`src/rtl/ps2_pkg.sv`:
```
`default_nettype none
// ============================================================================
// Module      : ps2_pkg
// Description : Shared PS/2 types and timing defaults for host transmitter and
//               keyboard receiver.
// Revision    : 1.0 - initial release
// ============================================================================
package ps2_pkg;

    localparam int unsigned c_DEF_INHIBIT_CYC = 5000;    // 100 us at 50 MHz
    localparam int unsigned c_DEF_TIMEOUT_CYC = 750000;  // 15 ms at 50 MHz

    typedef enum logic [2:0] {
        ST_IDLE     = 3'd0,
        ST_INHIBIT  = 3'd1,
        ST_REQ      = 3'd2,
        ST_BITS     = 3'd3,
        ST_ACK      = 3'd4,
        ST_WAIT_REL = 3'd5,
        ST_FIN      = 3'd6
    } ps2_tx_state_e;

    function automatic logic ps2_odd_parity(input logic [7:0] data);
        return ~^data;
    endfunction

    // Counter width covering the longer of the two timing intervals.
    function automatic int unsigned ps2_cnt_width(input int unsigned a, input int unsigned b);
        int unsigned m;
        m = (a > b) ? a : b;
        return (m > 1) ? int'($clog2(m)) : 1;
    endfunction

endpackage
`default_nettype wire

```
`src/rtl/ps2_host_tx_if.sv`:
```
`default_nettype none
// ============================================================================
// Module      : ps2_host_tx_if
// Description : Command handshake and raw PS/2 line bundle for ps2_host_tx.
// Revision    : 1.0 - initial release
// ============================================================================
interface ps2_host_tx_if;

    logic [7:0] tx_data;
    logic       start;
    logic       busy;
    logic       done;
    logic       err;
    logic       ps2_clk_i;
    logic       ps2_dat_i;
    logic       ps2_clk_oe;
    logic       ps2_dat_oe;

    modport master (
        output tx_data, start, ps2_clk_i, ps2_dat_i,
        input  busy, done, err, ps2_clk_oe, ps2_dat_oe
    );

    modport slave (
        input  tx_data, start, ps2_clk_i, ps2_dat_i,
        output busy, done, err, ps2_clk_oe, ps2_dat_oe
    );

endinterface
`default_nettype wire

```
`src/rtl/ps2_sync.sv`:
```
`default_nettype none
// ============================================================================
// Module      : ps2_sync
// Description : Two-flop synchronizer with falling-edge detect for one PS/2 line.
// Revision    : 1.0 - initial release
// ============================================================================
module ps2_sync (
    input  logic clk,
    input  logic rst,
    input  logic i_line,
    output logic o_level,
    output logic o_fe
);

    logic meta_q, meta_d;
    logic sync_q, sync_d;
    logic prev_q, prev_d;

    always_comb begin
        meta_d = i_line;
        sync_d = meta_q;
        prev_d = sync_q;
    end

    // Idle PS/2 lines are pulled high, so reset to 1 to avoid a false edge.
    always_ff @(posedge clk or posedge rst) begin
        if (rst) begin
            meta_q <= 1'b1;
            sync_q <= 1'b1;
            prev_q <= 1'b1;
        end else begin
            meta_q <= meta_d;
            sync_q <= sync_d;
            prev_q <= prev_d;
        end
    end

    assign o_level = sync_q;
    assign o_fe    = prev_q & ~sync_q;

endmodule
`default_nettype wire

```
`src/rtl/ps2_host_tx.sv`:
```
`default_nettype none
// ============================================================================
// Module      : ps2_host_tx
// Description : PS/2 host-to-device command transmitter (open-drain enables).
//               Define PS2_TX_ACK_CHECK_EN to sample the device acknowledge.
// Revision    : 1.0 - initial release
// ============================================================================
module ps2_host_tx
    import ps2_pkg::*;
#(
    parameter int unsigned INHIBIT_CYC = c_DEF_INHIBIT_CYC,
    parameter int unsigned TIMEOUT_CYC = c_DEF_TIMEOUT_CYC
) (
    input  logic          clk,
    input  logic          rst,
    ps2_host_tx_if.slave  bus
);

    localparam int unsigned c_cnt_w = ps2_cnt_width(INHIBIT_CYC, TIMEOUT_CYC);
    localparam logic [c_cnt_w-1:0] c_inh_last = c_cnt_w'(INHIBIT_CYC - 1);
    localparam logic [c_cnt_w-1:0] c_tmo_last = c_cnt_w'(TIMEOUT_CYC - 1);
    localparam logic [c_cnt_w-1:0] c_cnt_one  = c_cnt_w'(1);

`ifdef PS2_TX_ACK_CHECK_EN
    localparam ps2_tx_state_e c_after_stop = ST_ACK;
`else
    localparam ps2_tx_state_e c_after_stop = ST_WAIT_REL;
`endif

    ps2_tx_state_e      state_q, state_d;
    logic [c_cnt_w-1:0] cnt_q, cnt_d;
    logic [3:0]         bit_q, bit_d;
    logic [7:0]         data_q, data_d;
    logic               par_q, par_d;
    logic               drv_q, drv_d;
    logic               err_q, err_d;

    logic w_clk_lvl, w_clk_fe;
    logic w_dat_lvl, w_dat_fe_unused;
    logic w_clk_oe, w_dat_oe, w_busy, w_done, w_tmo;

    ps2_sync u_sync_clk (
        .clk     (clk),
        .rst     (rst),
        .i_line  (bus.ps2_clk_i),
        .o_level (w_clk_lvl),
        .o_fe    (w_clk_fe)
    );

    ps2_sync u_sync_dat (
        .clk     (clk),
        .rst     (rst),
        .i_line  (bus.ps2_dat_i),
        .o_level (w_dat_lvl),
        .o_fe    (w_dat_fe_unused)
    );

    assign w_tmo = (cnt_q == c_tmo_last);

    always_comb begin
        state_d  = state_q;
        cnt_d    = cnt_q;
        bit_d    = bit_q;
        data_d   = data_q;
        par_d    = par_q;
        drv_d    = drv_q;
        err_d    = err_q;
        w_clk_oe = 1'b0;
        w_dat_oe = 1'b0;
        w_busy   = 1'b1;
        w_done   = 1'b0;

        case (state_q)
            ST_IDLE: begin
                w_busy = 1'b0;
                if (bus.start) begin
                    data_d  = bus.tx_data;
                    par_d   = ps2_odd_parity(bus.tx_data);
                    cnt_d   = '0;
                    bit_d   = '0;
                    drv_d   = 1'b0;
                    err_d   = 1'b0;
                    state_d = ST_INHIBIT;
                end
            end

            ST_INHIBIT: begin
                w_clk_oe = 1'b1;
                if (cnt_q == c_inh_last) begin
                    w_dat_oe = 1'b1;
                    cnt_d    = '0;
                    state_d  = ST_REQ;
                end else begin
                    cnt_d = cnt_q + c_cnt_one;
                end
            end

            // Clock released with data low: the start bit stays driven in BITS
            // until the device's first falling edge.
            ST_REQ: begin
                w_dat_oe = 1'b1;
                drv_d    = 1'b1;
                cnt_d    = cnt_q + c_cnt_one;
                state_d  = ST_BITS;
            end

            ST_BITS: begin
                w_dat_oe = drv_q;
                if (w_clk_fe) begin
                    cnt_d = '0;
                    bit_d = bit_q + 4'd1;
                    if (bit_q < 4'd8) begin
                        drv_d = ~data_q[bit_q[2:0]];
                    end else if (bit_q == 4'd8) begin
                        drv_d = ~par_q;
                    end else begin
                        drv_d   = 1'b0;
                        state_d = c_after_stop;
                    end
                end else if (w_tmo) begin
                    drv_d   = 1'b0;
                    err_d   = 1'b1;
                    state_d = ST_FIN;
                end else begin
                    cnt_d = cnt_q + c_cnt_one;
                end
            end

            ST_ACK: begin
                if (w_clk_fe) begin
                    cnt_d   = '0;
                    err_d   = w_dat_lvl;
                    state_d = ST_WAIT_REL;
                end else if (w_tmo) begin
                    err_d   = 1'b1;
                    state_d = ST_FIN;
                end else begin
                    cnt_d = cnt_q + c_cnt_one;
                end
            end

            ST_WAIT_REL: begin
                if (w_clk_lvl && w_dat_lvl) begin
                    cnt_d   = '0;
                    state_d = ST_FIN;
                end else if (w_tmo) begin
                    err_d   = 1'b1;
                    state_d = ST_FIN;
                end else begin
                    cnt_d = cnt_q + c_cnt_one;
                end
            end

            ST_FIN: begin
                w_busy  = 1'b0;
                w_done  = 1'b1;
                state_d = ST_IDLE;
            end

            default: begin
                w_busy  = 1'b0;
                state_d = ST_IDLE;
            end
        endcase
    end

    always_ff @(posedge clk or posedge rst) begin
        if (rst) begin
            state_q <= ST_IDLE;
            cnt_q   <= '0;
            bit_q   <= '0;
            data_q  <= '0;
            par_q   <= 1'b0;
            drv_q   <= 1'b0;
            err_q   <= 1'b0;
        end else begin
            state_q <= state_d;
            cnt_q   <= cnt_d;
            bit_q   <= bit_d;
            data_q  <= data_d;
            par_q   <= par_d;
            drv_q   <= drv_d;
            err_q   <= err_d;
        end
    end

    // Line enables decode straight from registered state so reset releases
    // both lines in the same cycle it is asserted.
    assign bus.ps2_clk_oe = w_clk_oe;
    assign bus.ps2_dat_oe = w_dat_oe;
    assign bus.busy       = w_busy;
    assign bus.done       = w_done;
    assign bus.err        = err_q;

endmodule
`default_nettype wire

```
`src/flat_wrapper.sv`:
```
// flat-port wrapper written by rule: the top's interface ports become plain ports
module ps2_host_tx_flat import ps2_pkg::*;
#(
    parameter int unsigned INHIBIT_CYC = c_DEF_INHIBIT_CYC,
    parameter int unsigned TIMEOUT_CYC = c_DEF_TIMEOUT_CYC
)
  (clk, rst, bus_tx_data, bus_start, bus_ps2_clk_i, bus_ps2_dat_i, bus_busy, bus_done, bus_err, bus_ps2_clk_oe, bus_ps2_dat_oe);
  ps2_host_tx_if bus_i ();
  input  logic clk;
  input  logic rst;
  input wire logic [$bits(bus_i.tx_data)-1:0] bus_tx_data;
  input wire logic [$bits(bus_i.start)-1:0] bus_start;
  input wire logic [$bits(bus_i.ps2_clk_i)-1:0] bus_ps2_clk_i;
  input wire logic [$bits(bus_i.ps2_dat_i)-1:0] bus_ps2_dat_i;
  output wire logic [$bits(bus_i.busy)-1:0] bus_busy;
  output wire logic [$bits(bus_i.done)-1:0] bus_done;
  output wire logic [$bits(bus_i.err)-1:0] bus_err;
  output wire logic [$bits(bus_i.ps2_clk_oe)-1:0] bus_ps2_clk_oe;
  output wire logic [$bits(bus_i.ps2_dat_oe)-1:0] bus_ps2_dat_oe;
  assign bus_i.tx_data = bus_tx_data;
  assign bus_i.start = bus_start;
  assign bus_i.ps2_clk_i = bus_ps2_clk_i;
  assign bus_i.ps2_dat_i = bus_ps2_dat_i;
  assign bus_busy = bus_i.busy;
  assign bus_done = bus_i.done;
  assign bus_err = bus_i.err;
  assign bus_ps2_clk_oe = bus_i.ps2_clk_oe;
  assign bus_ps2_dat_oe = bus_i.ps2_dat_oe;
  ps2_host_tx #(.INHIBIT_CYC(INHIBIT_CYC), .TIMEOUT_CYC(TIMEOUT_CYC)) u_core (.clk(clk), .rst(rst), .bus(bus_i));
endmodule
```
`config.mk`:
```
export PLATFORM = sky130hd
export DESIGN_NAME = ps2_host_tx_flat
export DESIGN_NICKNAME = d
export VERILOG_FILES = /design/src/rtl/ps2_pkg.sv /design/src/rtl/ps2_host_tx_if.sv /design/src/rtl/ps2_sync.sv /design/src/rtl/ps2_host_tx.sv /design/src/flat_wrapper.sv
export SDC_FILE = /design/constraint.sdc
export NUM_CORES = 1
export LEC_CHECK = 0
export ABC_AREA = 1
export BUFFER_PORTS_ARGS = -buffer_cell sky130_fd_sc_hd__clkbuf_2
export CORE_MARGIN = 2
export CORE_UTILIZATION = 61
export DETAILED_ROUTE_END_ITERATION = 10
export GPL_ROUTABILITY_DRIVEN = 0
export GPL_TIMING_DRIVEN = 0
export PLACE_DENSITY = 0.87
export SLEW_MARGIN = 10
export SYNTH_ARGS = -nofsm -noshare
export SYNTH_HDL_FRONTEND = slang
export SYNTH_HIERARCHICAL = 1
export SYNTH_SLANG_ARGS = --single-unit
```
`constraint.sdc`:
```
create_clock -name clk -period 2.5 [get_ports clk]
set_clock_uncertainty 0.2 [all_clocks]
set_input_delay 0.375 -clock clk [delete_from_list [all_inputs] [get_ports clk]]
set_output_delay 0.375 -clock clk [all_outputs]
set_load 0.1 [all_outputs]
```
==> Yosys cells after proc, flatten, opt, wreduce, memory -nomap -nowiden <==
Cells that the tools add are included.
{ "op_classes": {"n_addsub": 2, "order_cmp": 2, "n_eq_ne": 17, "mux": 36, "bitwise": 4, "reduce_logical": 15} }
{ "ops": {"columns": ["cell", "count"], "rows": [
  ["20-bit 2-to-1 mux", 5],
  ["20-bit one-hot mux with 5 select lines", 1],
  ["3-bit 2-to-1 mux", 8],
  ["20-bit by 1-bit adder with 20-bit output (second input constant)", 1],
  ["20-bit by 13-bit == test with 1-bit output (second input constant)", 1],
  ["20-bit == test (second input constant)", 1],
  ["3-bit one-hot mux with 6 select lines", 1],
  ["1-bit 2-to-1 mux", 14],
  ["3-bit == test (second input constant)", 3],
  ["4-bit 2-to-1 mux", 2],
  ["2-bit != test (second input constant)", 4],
  ["4-bit one-hot mux with 2 select lines", 1],
  ["4-bit AND reduction", 2],
  ["8-bit XNOR reduction", 1],
  ["3-bit by 2-bit == test with 1-bit output (second input constant)", 2],
  ["3-bit != test (second input constant)", 2],
  ["1-bit one-hot mux with 3 select lines", 2],
  ["3-bit AND reduction", 2],
  ["5-bit nonzero test", 1],
  ["5-bit OR reduction", 1],
  ["4-bit by 1-bit adder with 4-bit output (second input constant)", 1],
  ["4-bit == test (second input constant)", 1],
  ["3-bit by 4-bit < comparator with 1-bit output (second input constant)", 1],
  ["4-bit < comparator (second input constant)", 1],
  ["other kinds (14)", 17]
]} }
{ "totals": {"ff_bits": 43, "output_inout_bits": 5, "elab_cells": 88} }

==> Longest topological paths before layout <==
{ "depth": {"ltp_word": 6, "ltp_mapped": 12} }

==> Modules after synthesis <==
The synthesis kept the hierarchy.
{ "modules_own_cells": {"columns": ["mod", "n_inst", "cells_per_inst", "area_per_inst_um2"], "rows": [
  ["ps2_host_tx", 1, 400, 2812.7],
  ["ps2_sync", 2, 6, 92.6]
]} }

==> Least setup slack after synthesis <==
No wires, ideal clock.
{ "synth_timing": {"path_kind": "reg-to-output", "start": "reg u_core.state_q[0]", "end": "out bus_ps2_dat_oe", "t_arrival_ps": 3709, "required_time_ps": 1925, "path_slack_ps": -1784, "path_stages_with_launch": 6, "n_path_buf": 1, "path_cell_list": "dfrtp_1 > buf_2 > inv_2 > nor3_4 > inv_1 > o21ai_0"} }
{ "synth_between": {"elab_chain_len": 2, "word_cells_on_any_way": 4} }
{ "synth_lines": {"columns": ["element", "line", "source"], "rows": [
  ["start, declared", "ps2_host_tx.sv:30", "ps2_tx_state_e state_q, state_d;"],
  ["start signal, assigned", "ps2_host_tx.sv:177", "state_q <= state_d;"],
  ["3-bit by 2-bit == test with 1-bit output or 3-bit by 1-bit == test with 1-bit output (tied branches)", "ps2_host_tx.sv:73", "case (state_q)"],
  ["1-bit one-hot mux with 3 select lines *", "ps2_host_tx.sv:73", null],
  ["end, declared", "flat_wrapper.sv:19", "output wire logic [$bits(bus_i.ps2_dat_oe)-1:0] bus_ps2_dat_oe;"]
]} }
Mark *: on every way between the ends. The rest lies on a longest branch, timed or not.

==> Worst setup path after layout <==
{ "layout_timing": {"start": "reg u_core.cnt_q[0]", "end": "out bus_ps2_dat_oe"} }
{ "layout_between": {"elab_chain_len": 3} }
{ "layout_lines": {"columns": ["element", "line", "source"], "rows": [
  ["start, declared", "ps2_host_tx.sv:31", "logic [c_cnt_w-1:0] cnt_q, cnt_d;"],
  ["start signal, assigned", "ps2_host_tx.sv:178", "cnt_q <= cnt_d;"],
  ["20-bit by 13-bit == test with 1-bit output", "ps2_host_tx.sv:89", "if (cnt_q == c_inh_last) begin"],
  ["1-bit 2-to-1 mux", "ps2_host_tx.sv:89", null],
  ["1-bit one-hot mux with 3 select lines", "ps2_host_tx.sv:73", null]
]} }
No other way between the ends.

==> results.txt <==
Worst min-delay path class - input port to flop
Critical Path Source - u_core/cnt_q[0]
Reg clk slew, reported paths - 0.09 ns
DR pass1 iterations - 5
Initial DRC Count - 287
Final instance area - 3300 um^2
Number of nets in the layout - 454
Initial antenna violation count - 0
ANT cells - 0
Worst-Margin Slew - 0.831 ns
Max-slew headroom - 44.5%
Cell Area, Placed - 3140 um^2
Fillers - 371
Kind of critical path - flop to output pin
Grt ovf - 0
Footprint of the multi-input gates - 1620 um^2
Synthesized net count - 425
Worst VDD drop - 1090 uV
CP max stage cell - dfrtp_1
Crit Reg-Reg Startpoint - u_core/cnt_q[0]
ANT nets after route - 0
Most frequent CP cell - nand2_1
CTS tree - built
Cells after Synth - 409
Syn avg cell area - 7.24 um^2
Max H-tree Level - 2
Critical path launch point type - flop
Die height - 73.7 um
Synthesized area - 2960 um^2
Area growth syn-to-layout - 11.4%
Global-route wire length before repair - 12.2 mm
Number of remaining DRC errors - 0
IO Count - 18
Port Buffers - 17
Tmin final - 2.40 ns
Largest net degree at the start of global routing - 39
Final wirelength - 7.29 mm
Ys Warns - 6
Final Hold Fails - 0
Status - completed
Crit path cell chain - ha_2 > nand2_1 > inv_1 > nand2_1 > nor2_1 > nand3_1 > o21ai_4 > clkbuf_8
P_sw - 1.45 mW
Int Pwr - 1.61 mW
Clock latency on the worst-skew pair - 0.29 ns
Tcrit/Tclk final - 96.2%
Vias per cell - 5.80
Power after layout - 3.06 mW
Comb pwr share - 51.6%
Static Leak - 1.56 nW
Critical hold path startpoint - bus_tx_data[5]
Worst Path Required - 1.92 ns
Clk root buf - clkbuf_8
Setup WS post-layout - 0.0958 ns
Achievable Freq - 416 MHz
Initial Utilization - 63.1%
Crit path DAT - 1.83 ns
Crit-path max FO - 4
Core ar. - 4690 um^2
Power share of the clock group - 17.4%
Routed len/inst - 14.8 um
Share of post-route cells with drive strength above 1 - 21.6%
Pre-CTS setup slack - 0.172 ns
Hpwl dp - 5.11 mm
Total CTS buffers - 5
Placement Rows - 25
Die ar. - 5430 um^2
CTS max path bufs - 2
Pwr dens - 928 nW/um^2
Final-report max-slew violation count - 0
Die Wd - 73.7 um
Final core utilization - 70.3%
Sw frac - 47.4%
Nature of the critical path endpoint - output pin
Slowest Stage Delay on Critical Path - 0.40 ns
Seq pwr share - 31.0%
Number of max-cap violations - 0
Register area - 1080 um^2
Setup violators final - 0
All-Layer GR Usage - 28.6%
Vias in the first global route - 2786
Number of clock sinks - 43
DR vias - 2858
-- registers in the layout (all words and copies together), names as in the netlist --
| name | count |
|---|---|
| u_core/bus.err | 1 |
| u_core/u_sync_clk/o_level | 1 |
| u_core/bit_q | 4 |
| u_core/u_sync_clk/meta_q | 1 |
| u_core/drv_q | 1 |
| u_core/par_q | 1 |
| u_core/data_q | 8 |
| u_core/state_q | 3 |
| u_core/u_sync_clk/prev_q | 1 |
| u_core/u_sync_dat/o_level | 1 |
| u_core/cnt_q | 20 |
| u_core/u_sync_dat/meta_q | 1 |
-- metal layers --
metal	part of all wire (%)	global-route usage, %	wire, um	vias to the layer above
met3	6.7	5.90	487	25
li1	-	-	-	1367
met4	2.6	11.1	192	0
met2	52	51.1	3790	136
met1	39	33.2	2820	1330
met5	0	0	0	-
-- power groups by stage --
stage / clock (mW) / sequential [mW] / combinational (mW)
after floorplan: 0 / 0.995 / 1.18
after global placement: 0 / 0.953 / 1.46
after detailed placement: 0 / 0.960 / 1.51
after CTS: 0.541 / 0.948 / 1.53
after global routing: 0.566 / 0.965 / 1.72
final: 0.533 / 0.950 / 1.58
-- final timing paths --
| check | cells past startpoint | end | slack (ns) |
|---|---|---|---|
| worst max-delay path | 8 | bus_ps2_dat_oe | 0.1 |
| worst min-delay path | 3 | u_core/data_q[5] | 0.12 |
| worst min register to register | 0 | u_core/u_sync_dat/o_level | 0.17 |
| worst max register to register | 10 | u_core/cnt_q[16] | 0.36 |
| min in group asynchronous | 3 | u_core/u_sync_dat/meta_q | 0.49 |
| max in group asynchronous | 3 | u_core/cnt_q[1] | 0.95 |
-- layout by cell type, fill, tap and decap left out, types with 6 or more instances in the layout --
master	instances
nand2_1	97
nor2_1	48
inv_1	44
dfrtp_1	38
nand3_1	37
clkbuf_2	16
inv_2	14
a21oi_1	12
o21ai_1	11
o21ai_0	10
nand4_1	9
nor2_2	7
xnor2_1	7
clkbuf_8	6
xor2_1	6
-- what timing repair did --
item | 4_1_cts | 5_1_grt
resized for setup | 2 | 1
hold endpoints to repair | 7 | 0
endpoints found under the setup margin | 1 | 1
hold buffers | 3 | 0
buffers inserted | 0 | 2
-- layout make-up --
| cell class | instances | area share [%] |
|---|---|---|
| buffer | 8 | 1.71 |
| clock buffer | 7 | 2.31 |
| clock inverter | 1 | 0.910 |
| inverter | 60 | 6.98 |
| multi-input combinational | 298 | 49.0 |
| sequential | 43 | 32.8 |
| tap | 54 | 2.05 |
| timing repair buffer | 22 | 4.21 |
-- critical path, delay by kind of cell, from the launching register on --
family,cells,cell delay (ns)
AOI/OAI and AO/OA,1,0.20
adders and majority gates,1,0.25
buffers and inverters,2,0.32
DFF,1,0.40
and+or+nand+nor,4,0.37
-- stage by stage --
stage | setup TNS, ns | hold slack, ns | instances
finish | 0 | 0.123 | 493
global route | -0.0179 | 0.132 | 493
floorplan | -0.220 | 0.0865 | 409
global placement | 0 | 0.150 | 480
CTS | 0 | 0.117 | 491
detailed placement | 0 | 0.153 | 480
(Power assumes the default switching activity.)
